==> src/rtl/gpr_wb_arbiter.sv <==
// gpr_wb_arbiter: round-robin EXU/LSU share of the GPR write port plus a per-register pending scoreboard
module gpr_wb_arbiter #(
  parameter int XLEN = 32,
  parameter int AW   = 5
) (
  input  logic            clk,
  input  logic            rst_n,
  input  logic            req0_valid,
  output logic            req0_ready,
  input  logic [AW-1:0]   req0_rd,
  input  logic [XLEN-1:0] req0_data,
  input  logic            req1_valid,
  output logic            req1_ready,
  input  logic [AW-1:0]   req1_rd,
  input  logic [XLEN-1:0] req1_data,
  input  logic            issue_valid,
  input  logic [AW-1:0]   issue_rd,
  output logic            issue_ready,
  input  logic [AW-1:0]   qa,
  input  logic [AW-1:0]   qb,
  output logic            busy_a,
  output logic            busy_b,
  output logic            RegWr,
  output logic [AW-1:0]   Rw,
  output logic [XLEN-1:0] busW,
  output logic [AW:0]     pending_cnt
);
  localparam int NR = 2**AW;
  logic            last_q, last_d;
  logic [NR-1:0]   pend_q, pend_d;
  logic [AW:0]     cnt_q, cnt_d;
  logic            wr_q, wr_d;
  logic [AW-1:0]   rw_q, rw_d;
  logic [XLEN-1:0] busw_q, busw_d;
  logic            g0, g1, acc, wen, set;
  logic [AW-1:0]   w_rd;
  logic [XLEN-1:0] w_data;
  always_comb begin
    g0 = req0_valid && (!req1_valid || last_q);
    g1 = req1_valid && (!req0_valid || !last_q);
    acc = g0 || g1;
    w_rd = g0 ? req0_rd : req1_rd;
    w_data = g0 ? req0_data : req1_data;
    wen = acc && w_rd != '0;
    issue_ready = issue_rd == '0 || !pend_q[issue_rd] || (wen && w_rd == issue_rd);
    set = issue_valid && issue_ready && issue_rd != '0;
    last_d = acc ? g1 : last_q;
    wr_d = wen;
    rw_d = wen ? w_rd : rw_q;
    busw_d = wen ? w_data : busw_q;
    pend_d = '0;
    cnt_d = '0;
    // a same-cycle set beats the clear: the newer issue owns the register
    for (int i = 1; i < NR; i++) begin
      pend_d[i] = (pend_q[i] && !(wen && w_rd == AW'(i))) || (set && issue_rd == AW'(i));
      cnt_d = cnt_d + {{AW{1'b0}}, pend_d[i]};
    end
  end
  always_ff @(posedge clk or negedge rst_n) begin
    if (!rst_n) begin
      last_q <= 1'b1;
      pend_q <= '0;
      cnt_q  <= '0;
      wr_q   <= 1'b0;
      rw_q   <= '0;
      busw_q <= '0;
    end else begin
      last_q <= last_d;
      pend_q <= pend_d;
      cnt_q  <= cnt_d;
      wr_q   <= wr_d;
      rw_q   <= rw_d;
      busw_q <= busw_d;
    end
  end
  assign req0_ready  = g0;
  assign req1_ready  = g1;
  assign busy_a      = pend_q[qa];
  assign busy_b      = pend_q[qb];
  assign RegWr       = wr_q;
  assign Rw          = rw_q;
  assign busW        = busw_q;
  assign pending_cnt = cnt_q;
endmodule

==> config.mk <==
export PLATFORM = sky130hd
export DESIGN_NAME = gpr_wb_arbiter
export DESIGN_NICKNAME = d
export VERILOG_FILES = /design/src/rtl/gpr_wb_arbiter.sv
export SDC_FILE = /design/constraint.sdc
export NUM_CORES = 1
export LEC_CHECK = 0
export BUFFER_PORTS_ARGS = -buffer_cell sky130_fd_sc_hd__buf_2
export CAP_MARGIN = 30
export CORE_MARGIN = 1
export CORE_UTILIZATION = 40
export DETAILED_ROUTE_END_ITERATION = 10
export PLACE_DENSITY = 0.72
export SLEW_MARGIN = 20
export SYNTH_ARGS = -nofsm -noshare
export SYNTH_HDL_FRONTEND = slang
export SYNTH_SLANG_ARGS = --single-unit
export TNS_END_PERCENT = 10
==> constraint.sdc <==
create_clock -name clk -period 16.35 [get_ports clk]
set_input_delay 2.4525 -clock clk [delete_from_list [all_inputs] [get_ports clk]]
set_output_delay 2.4525 -clock clk [all_outputs]
set_load 0.03 [all_outputs]
Yosys cells after proc, flatten, opt, wreduce, memory -nomap -nowiden:

Index checks and enable logic that the tools add are counted.

* flip-flop bits (word level): 76
* input bits: 94
* output and inout bits: 49
* word-level logic and storage cells: 283

* $add $sub $neg: 30
* magnitude comparators: 3
* equal/unequal tests: 63
* multiplexer cells: 8
* reductions and logical operators: 173

Operators by type and width (number)
* $eq 5x5->1 const B: 32
* $add 6x1->6: 25
* $logic_and 1x1->1: 99
* $eq 5x4->1 const B: 16
* $eq 5x3->1 const B: 8
* $logic_or 1x1->1: 36
* $logic_not 1->1: 35
* $mux 32: 1
* $eq 5x2->1 const B: 4
* $lt 5x6->1 const B: 3
* $bmux 1 s5: 3
* $eq 5x1->1 const B: 2
* $reduce_bool 5->1: 2
* $add 5x1->6: 1
* $add 4x1->5: 1
* $eq 5x5->1: 1
* $logic_not 5->1: 1
* $mux 5: 1
* $add 3x1->4: 1
* $add 2x1->3: 1
* $mux 1: 3
* $add 1x1->2: 1

Longest topological paths before layout:

Gate-level depths: netlist of run 1.

* word-level depth: 42
* gate-level depth with buffers: 26
* mapped depth without buffers: 25

Worst setup path after synthesis of run 1:

No wires, ideal clock.

* path type: in2reg
* start point: input issue_rd[1]
* end point: register cnt_q[4], in the netlist pending_cnt[4]
* setup time: 123 ps
* arrival: 8730 ps
* data required time: 16227 ps
* path slack: 7497 ps
* cell stages on the path: 23
* buffers on the path: 3
* cells stage by stage: buf_2 > mux4_2 > mux4_2 > nor2_1 > a311oi_2 > buf_6 > buf_6 > o31ai_1 > fa_1 > fa_1 > inv_1 > fa_1 > inv_1 > fa_1 > fa_1 > inv_1 > fa_1 > fa_1 > fa_1 > inv_1 > a21o_1 > a21oi_1 > xnor2_1

* elaborated cells between the ends (all ways): 134
* those cells by class: 30 x add/sub; 32 x eq/ne; 2 x mux; 70 x reduce/logical

RTL lines
* start: declaration: line 17 `input logic [AW-1:0] issue_rd,`
* $bmux 1 s5: line 45 `issue_ready = issue_rd == '0 || !pend_q[issue_rd] || (wen && w_rd == issue_rd);`
* $mux 1 (implied by the code): line 45
* $logic_not 1->1: line 45
* $logic_or 1x1->1 (2 in a row): line 45
* $logic_and 1x1->1 (2 in a row): line 46 `set = issue_valid && issue_ready && issue_rd != '0;`
* $logic_and 1x1->1 (*): line 55 `pend_d[i] = (pend_q[i] && !(wen && w_rd == AW'(i))) || (set && issue_rd == AW'(i));`
* $logic_or 1x1->1 (*): line 55
* net pend_d[10]: line 30 `logic [NR-1:0] pend_q, pend_d;`
* $add 6x1->6 (*) (22 in a row): line 56 `cnt_d = cnt_d + {{AW{1'b0}}, pend_d[i]};`
* net cnt_d[4]: line 31 `logic [AW:0] cnt_q, cnt_d;`
* end signal: assignment: line 70 `cnt_q <= cnt_d;`
* end: declaration: line 31

The timed path passes the listed nets; every way through them passes the cells marked *. The select of a mux whose other input is x is not followed.
A chain may end at the register's enable or synchronous reset.

Worst setup path in the final report of run 1:

* start point: input req0_valid
* end point: register cnt_q[4], in the netlist pending_cnt[4]

* elaborated cells between the ends (all ways): 229
* those cells by class: 30 x add/sub; 32 x eq/ne; 1 x mux; 166 x reduce/logical

RTL lines
* start: declaration: line 8 `input logic req0_valid,`
* parallel branches: the longest is 10 deep, another holds $mux 5
* $logic_or 1x1->1 (*): line 55
* net pend_d[6]: line 30
* $add 5x1->6 (*): line 56
* $add 6x1->6 (*) (25 in a row): line 56
* net cnt_d[4]: line 31

Mark *: on every way through the listed nets, which the timed path passes.

==> impl_metrics.py, run 1 <==
metrics = {
    "final_layout": {
        "fillers": 1164,
        "antennaDiodeCount": 0,
        "final_area_sq_um": 6320,
        "area_growth_pct": 21.5,
        "fin_nets": 782,
        "drive_above_1_share_pct": 31.2,
    },
    "grt": {
        "grt_pass1_wl_mm": 24.3,
        "grt_pass1_vias": 4793,
        "met3_usage_pct": 4.39,
        "grt-ovfl-total": 0,
        "grt_max_degree": 77,
        "grt_util_met2_pct": 40.4,
        "use_met1_pct": 29.9,
        "grt_usage_pct": 24.0,
        "grt_antenna_before_repair": 0,
        "busiest_layer": "met2",
    },
    "power_and_ir_drop": {
        "power.switching_w": 0.000763,
        "pwr-share-comb_pct": 70.3,
        "total_power_w": 0.00165,
        "seqPwrFrac_pct": 18.1,
        "powerDensity_nw_per_um2": 260,
        "swShare_pct": 46.4,
        "peakVddDrop_v": 0.000706,
        "clock_power_share_pct": 11.6,
        "internal-power_w": 0.000883,
        "power.leakage_nw": 2.90,
    },
    "worst_setup_path": {
        "crit_path_max_incr_delay_ns": 0.59,
        "critPathCaptureType": "register",
        "crit_required_ns": 16.59,
        "rr_endpoint": "pending_cnt[4]",
        "start_kind": "input port",
        "arrival_ns": 9.58,
        "path_buf_inv": 8,
        "crit_family": "adder cells",
        "rr_startpoint": "last_q",
        "slowest_stage": "a32oi_1",
        "r2r_cells": 23,
        "path_class": "input port to register",
        "r2r_setup_slack_ns": 8.67,
        "cpMostUsedCell": "fa_1",
        "path_depth": 26,
        "path_max_fanout": 74,
    },
    "clocking": {
        "clock_latency_ns": 0.35,
        "cts_tree": "built",
        "numClockSinks": 76,
        "cts_max_level": 3,
        "clock_path_buffers": 2,
        "clk_pin_slew_ns": 0.07,
        "post_cts_buffers": 0,
        "cts_root_buf": "clkbuf_16",
        "cts_resized": 0,
        "cts_buffers": 9,
        "hold_buffers": 0,
    },
    "yosys": {
        "postSynthCellCount": 539,
        "yosysUniqueCellTypes": 45,
        "syn_area_per_cell_sq_um": 9.65,
        "yosysWarnings": 0,
        "synth_edf_count": 0,
        "syn_area_sq_um": 5200,
        "ys_seq_area_share_pct": 36.6,
        "ys_seq_elements": 76,
        "syn_nets": 663,
        "ys.flop_type": "dfrtp_1",
        "synthArstFlopShare_pct": 100,
    },
    "timing": {
        "worst_pin_slew_ns": 0.765,
        "max_slew_margin_pct": 48.8,
        "hold_violations": 0,
        "drv_slew": 0,
        "finClkSkew_ns": 0.0127,
        "rsz0062_at_grt": "no",
        "finalSetupTns_ns": 0,
        "setup_viol": 0,
        "finalCriticalPeriod_ns": 9.35,
        "holdWs_ns": 0.513,
        "fin_crit_sh_pct": 57.2,
        "max_freq_mhz": 107,
    },
    "detailed_routing": {
        "drt_iter0_markers": 472,
        "dr.pass1.iters": 5,
        "ant_nets": 0,
        "wl_mm": 15.2,
        "drc_errors": 0,
        "vias": 4786,
        "routedWlPerCell_microns": 18.2,
        "viasPerCell": 5.73,
    },
    "worst_hold_path": {
        "hp-class": "register to register",
        "hp-start": "Rw[4]",
        "whs_endpoint": "Rw[4]",
        "whs_path_depth": 2,
    },
    "floorplanning": {
        "fp.dieW_microns": 116,
        "dieArea_sq_um": 13500,
        "start_util_pct": 41.1,
        "fp-row-count": 41,
        "die_h_microns": 116,
        "top_level_ports": 143,
        "core-area_sq_um": 12700,
    },
    "placed_design": {
        "placed_cell_area_sq_um": 6000,
        "io_buffers": 142,
        "hpwl_mm": 11.8,
        "place.gp.congestion": 0.930,
    },
    "outcome": {
        "status": "finished, final reports clean",
    },
    "run": {
        "drv_cap": 0,
    },
}
[cell usage in the layout, fill, tap and decap left out, types with 2 or more instances in the layout]
cell type,netlist,final
a21oi_1,11,11
buf_2,8,141
a32oi_1,2,2
nand2b_1,7,7
xnor2_1,2,2
clkbuf_8,0,2
clkinvlp_4,0,3
nand4_1,2,2
o31a_1,18,18
inv_1,38,38
mux2i_1,4,4
buf_4,0,5
nand2_1,83,82
nand2_2,1,2
a31oi_1,39,39
mux2_2,5,5
nor2b_1,6,6
clkbuf_16,0,9
mux4_2,26,26
o31ai_1,36,36
ha_1,7,7
o21ai_0,34,34
nor3_1,2,2
nor4_1,3,3
o22ai_1,3,3
fa_1,23,23
nor2_1,41,41
or2_2,7,7
dfrtp_1,75,75
or4_1,2,2
nand3_1,8,8
[synthesized netlist by cell type (all sizes together), types with 3 or more instances]
library cell,n,area (sq um)
dfrtp,75,1880
mux2,5,56.3
nor2b,6,37.5
mux2i,4,40.0
o31a,18,158
nand2,84,318
o31ai,36,270
or2,7,43.8
fa,23,460
nor2,41,154
nor4,3,18.8
a31oi,39,244
o21ai,35,175
mux4,26,586
nand2b,7,43.8
nand3,8,40.0
clkbuf,25,93.8
ha,7,87.6
o22ai,3,18.8
buf,14,77.6
a21oi,11,55.1
inv,39,146
[layout make-up]
type	count	area (sq um)	area share [%]
timing repair buffer	147	771	12.2
tap	172	215	3.41
multi-input combinational	385	3000	47.4
clock inverter	5	36.3	0.574
sequential	76	1900	30.1
clock buffer	11	253	4.00
inverter	39	146	2.32
[state kept, by name, summed over array words and instances, names as in the netlist]
name	cells
busW	32
pend_q	31
Rw	5
RegWr	1
last_q	1
pending_cnt	6
[tightest hold or removal path, delay by kind of cell, from the launching register on]
family | cells | cell delay (ns)
DFF | 1 | 0.35
and+or+nand+nor | 2 | 0.12
[cell families after synthesis]
logic type               count (synthesis)  share of synthesized area (%)
adder cells (fa/ha/maj)                 30                           10.5
XOR/XNOR                                 3                          0.505
AND/OR/NAND/NOR                        166                           13.9
AO/OA/AOI/OAI                          151                           19.3
buffers and inverters                   78                           6.11
multiplexers                            35                           13.1
flip-flops                              76                           36.6
[per-stage QoR]
stage | worst slack [ns] | utilization [%] | instances
detailed placement | 6.67 | 47.4 | 818
floorplan | 7.50 | - | 539
finish | 7.00 | 49.9 | 835
CTS | 7.05 | 49.7 | 834
global route | 6.55 | 49.9 | 835
global placement | 6.85 | 47.4 | 818
[routing by layer]
layer / part of all wire, % / wire (microns)
met1: 41 / 6170
met2: 48 / 7290
met3: 8.7 / 1330
met4: 2.7 / 403
met5: 0 / 0
[worst max path at each step]
stage               slack [ns]   startpoint        endpoint
floorplan                 7.50  issue_rd[1]  pending_cnt[4]
global placement          6.85   req0_valid  pending_cnt[4]
detailed placement        6.67   req0_valid  pending_cnt[4]
CTS                       7.05   req0_valid  pending_cnt[4]
global route              6.55   req0_valid  pending_cnt[4]
finish                    7.00   req0_valid  pending_cnt[4]
[power groups by stage]
stage | logic, W | clock network (W) | registers [W]
floorplan | 0.000870 | 0 | 0.000331
global placement | 0.00114 | 0 | 0.000296
detailed placement | 0.00116 | 0 | 0.000299
CTS | 0.00118 | 0.000195 | 0.000296
global route | 0.00137 | 0.000202 | 0.000303
finish | 0.00116 | 0.000191 | 0.000297
(Power assumes the default switching activity.)
==> run 2, diff against run 1 <==
==> constraint.sdc (replaced) <==
create_clock -name clk -period 8.9 [get_ports clk]
set_input_delay 1.335 -clock clk [delete_from_list [all_inputs] [get_ports clk]]
set_output_delay 1.335 -clock clk [all_outputs]
set_load 0.03 [all_outputs]
==> impl_metrics.py, run 2 (synthesized netlist as in run 1, its figures left out) <==
metrics = {
    "floorplanning": {
        "dieArea_sq_um": 13500,
        "fp.dieW_microns": 116,
        "start_util_pct": 41.1,
        "fp-row-count": 41,
        "core-area_sq_um": 12700,
        "top_level_ports": 143,
        "die_h_microns": 116,
    },
    "power_and_ir_drop": {
        "powerDensity_nw_per_um2": 493,
        "peakVddDrop_v": 0.00151,
        "internal-power_w": 0.00170,
        "power.leakage_nw": 2.94,
        "clock_power_share_pct": 13.0,
        "power.switching_w": 0.00146,
        "swShare_pct": 46.2,
        "pwr-share-comb_pct": 69.6,
        "seqPwrFrac_pct": 17.4,
    },
    "final_layout": {
        "mostFrequentLayoutCells": "buf_2 (141), nand2_1 (82), dfrtp_1 (75), nor2_1 (41), a31oi_1 (39)",
        "largest_register_ffs": 32,
        "drive_above_1_share_pct": 31.6,
        "antennaDiodeCount": 0,
        "mostFrequentLayoutCell": "buf_2",
        "area_growth_pct": 22.9,
        "fin_nets": 786,
    },
    "placed_design": {
        "io_buffers": 142,
        "post-place-ws_ns": 0.490,
        "hpwl_mm": 12.4,
        "place.gp.congestion": 0.981,
    },
    "detailed_routing": {
        "ant_nets": 0,
        "dr.pass1.iters": 7,
        "vias": 4902,
        "viasPerCell": 5.84,
        "drt_iter0_markers": 449,
        "wl_mm": 15.6,
        "routedWlPerCell_microns": 18.6,
        "drc_errors": 0,
    },
    "worst_hold_path": {
        "whs_path_depth": 2,
        "hp-class": "register to register",
    },
    "timing": {
        "finalSetupTns_ns": 0,
        "hold_violations": 0,
        "rsz0062_at_grt": "no",
        "finClkSkew_ns": 0.00625,
        "setup_viol": 0,
        "finalCriticalPeriod_ns": 8.09,
        "worst_pin_slew_ns": 0.898,
        "fin_crit_sh_pct": 90.8,
        "max_slew_margin_pct": 40.1,
        "drv_slew": 0,
        "fin_ws_ns": 0.815,
        "max_freq_mhz": 124,
    },
    "grt": {
        "grt-ovfl-total": 0,
        "grt_antenna_before_repair": 0,
        "grt_usage_pct": 24.4,
        "grt_pass1_vias": 4857,
        "grt_pass1_wl_mm": 24.7,
        "grt_max_degree": 74,
    },
    "worst_setup_path": {
        "cpMostUsedCell": "fa_1",
        "path_max_fanout": 42,
        "path_class": "input port to register",
        "crit_required_ns": 9.13,
        "path_depth": 23,
        "path_cells": "buf_2 -> nand2b_1 -> nand2_2 -> buf_4 -> nor4_1 -> or3_1 -> a311oi_4 -> o31ai_1 -> fa_1 -> fa_1 -> inv_1 -> fa_1 -> inv_1 -> fa_1 -> fa_1 -> inv_1 -> fa_1 -> fa_1 -> fa_1 -> inv_1 -> a21o_1 -> a21oi_1 -> xnor2_1",
        "crit_family": "adder cells",
        "r2r_cells": 22,
        "critPathCaptureType": "register",
        "arrival_ns": 8.32,
        "crit_path_max_incr_delay_ns": 0.83,
        "start_kind": "input port",
        "path_buf_inv": 6,
        "slowest_stage": "a311oi_4",
    },
    "clocking": {
        "cts_max_level": 3,
        "numClockSinks": 76,
        "clk_pin_slew_ns": 0.06,
        "cts_tree": "built",
        "cts_root_buf": "clkbuf_16",
        "post_cts_buffers": 0,
        "cts_resized": 0,
        "clock_path_buffers": 2,
        "cts_buffers": 9,
        "clock_latency_ns": 0.35,
        "hold_buffers": 0,
    },
    "outcome": {
        "status": "finished, final reports clean",
    },
    "run": {
        "drv_cap": 0,
    },
}
==> run 2: cell count changes in the layout (fill, tap and decap cells not counted), moves of 2 or more <==
| cell | previous run | this run |
|---|---|---|
| inv_6 | 0 | 3 |
| bufinv_16 | 0 | 2 |
| clkbuf_8 | 2 | 0 |
| clkinvlp_4 | 3 | 0 |
| buf_4 | 5 | 9 |
==> run 2: power by group through the flow <==
| stage | clock network (W) | registers, W | logic, W |
|---|---|---|---|
| after floorplan | 0 | 0.000607 | 0.00160 |
| after global placement | 0 | 0.000547 | 0.00216 |
| after detailed placement | 0 | 0.000550 | 0.00218 |
| after CTS | 0.000419 | 0.000544 | 0.00223 |
| after global routing | 0.000429 | 0.000557 | 0.00251 |
| final | 0.000410 | 0.000548 | 0.00220 |
==> run 2: worst reg2reg max path, cell delays in order (launching register included) <==
cell and delay [ns]:
dfstp_2 0.55, nand2b_1 0.30, nand2_2 0.10, inv_2 0.26
a211oi_1 0.09, or3_1 0.42, a311oi_4 0.83, o31ai_1 0.30
fa_1 0.56, fa_1 0.55, inv_1 0.05, fa_1 0.48
inv_1 0.05, fa_1 0.48, fa_1 0.55, inv_1 0.06
fa_1 0.48, fa_1 0.48, fa_1 0.42, inv_1 0.07
a21o_1 0.11, a21oi_1 0.07, xnor2_1 0.12
==> run 2: per-layer routing <==
| layer | GRT usage [%] | wire, microns | vias up |
|---|---|---|---|
| li1 | - | - | 2186 |
| met1 | 29.6 | 6240 | 2402 |
| met2 | 42.0 | 7540 | 282 |
| met3 | 5.86 | 1440 | 32 |
| met4 | 9.74 | 426 | 0 |
| met5 | 0 | 0 | - |
==> run 2: final cells by class <==
type                    instances  area, sq um
clock buffers                   9          225
inverters                      39          146
fillers                      1186         6280
multi-input cells             385         3000
flip-flops and latches         76         1900
well taps                     172          215
clock inverters                 7          106
repair buffers                151          801
==> run 2: through the flow <==
stage	power (W)	hold slack, ns	area, sq um	instances	util [%]
3_3_place_gp	0.00271	0.477	6030	822	47.6
4_1_cts	0.00319	0.495	6390	839	50.4
5_1_grt	0.00350	0.540	6390	839	50.4
6_report	0.00315	0.487	6390	839	50.4
3_5_place_dp	0.00274	0.480	6060	823	47.8
2_1_floorplan	0.00221	0.517	5200	539	-
==> run 2: worst paths after layout <==
check	start	end	slack (ns)
max	req1_valid	pending_cnt[4]	0.81
min	Rw[4]	Rw[4]	0.49
max reg2reg	last_q	pending_cnt[4]	1.42
min reg2reg	Rw[4]	Rw[4]	0.49
max in group asynchronous	rst_n	busW[2]	7.40
min in group asynchronous	rst_n	pending_cnt[4]	0.93
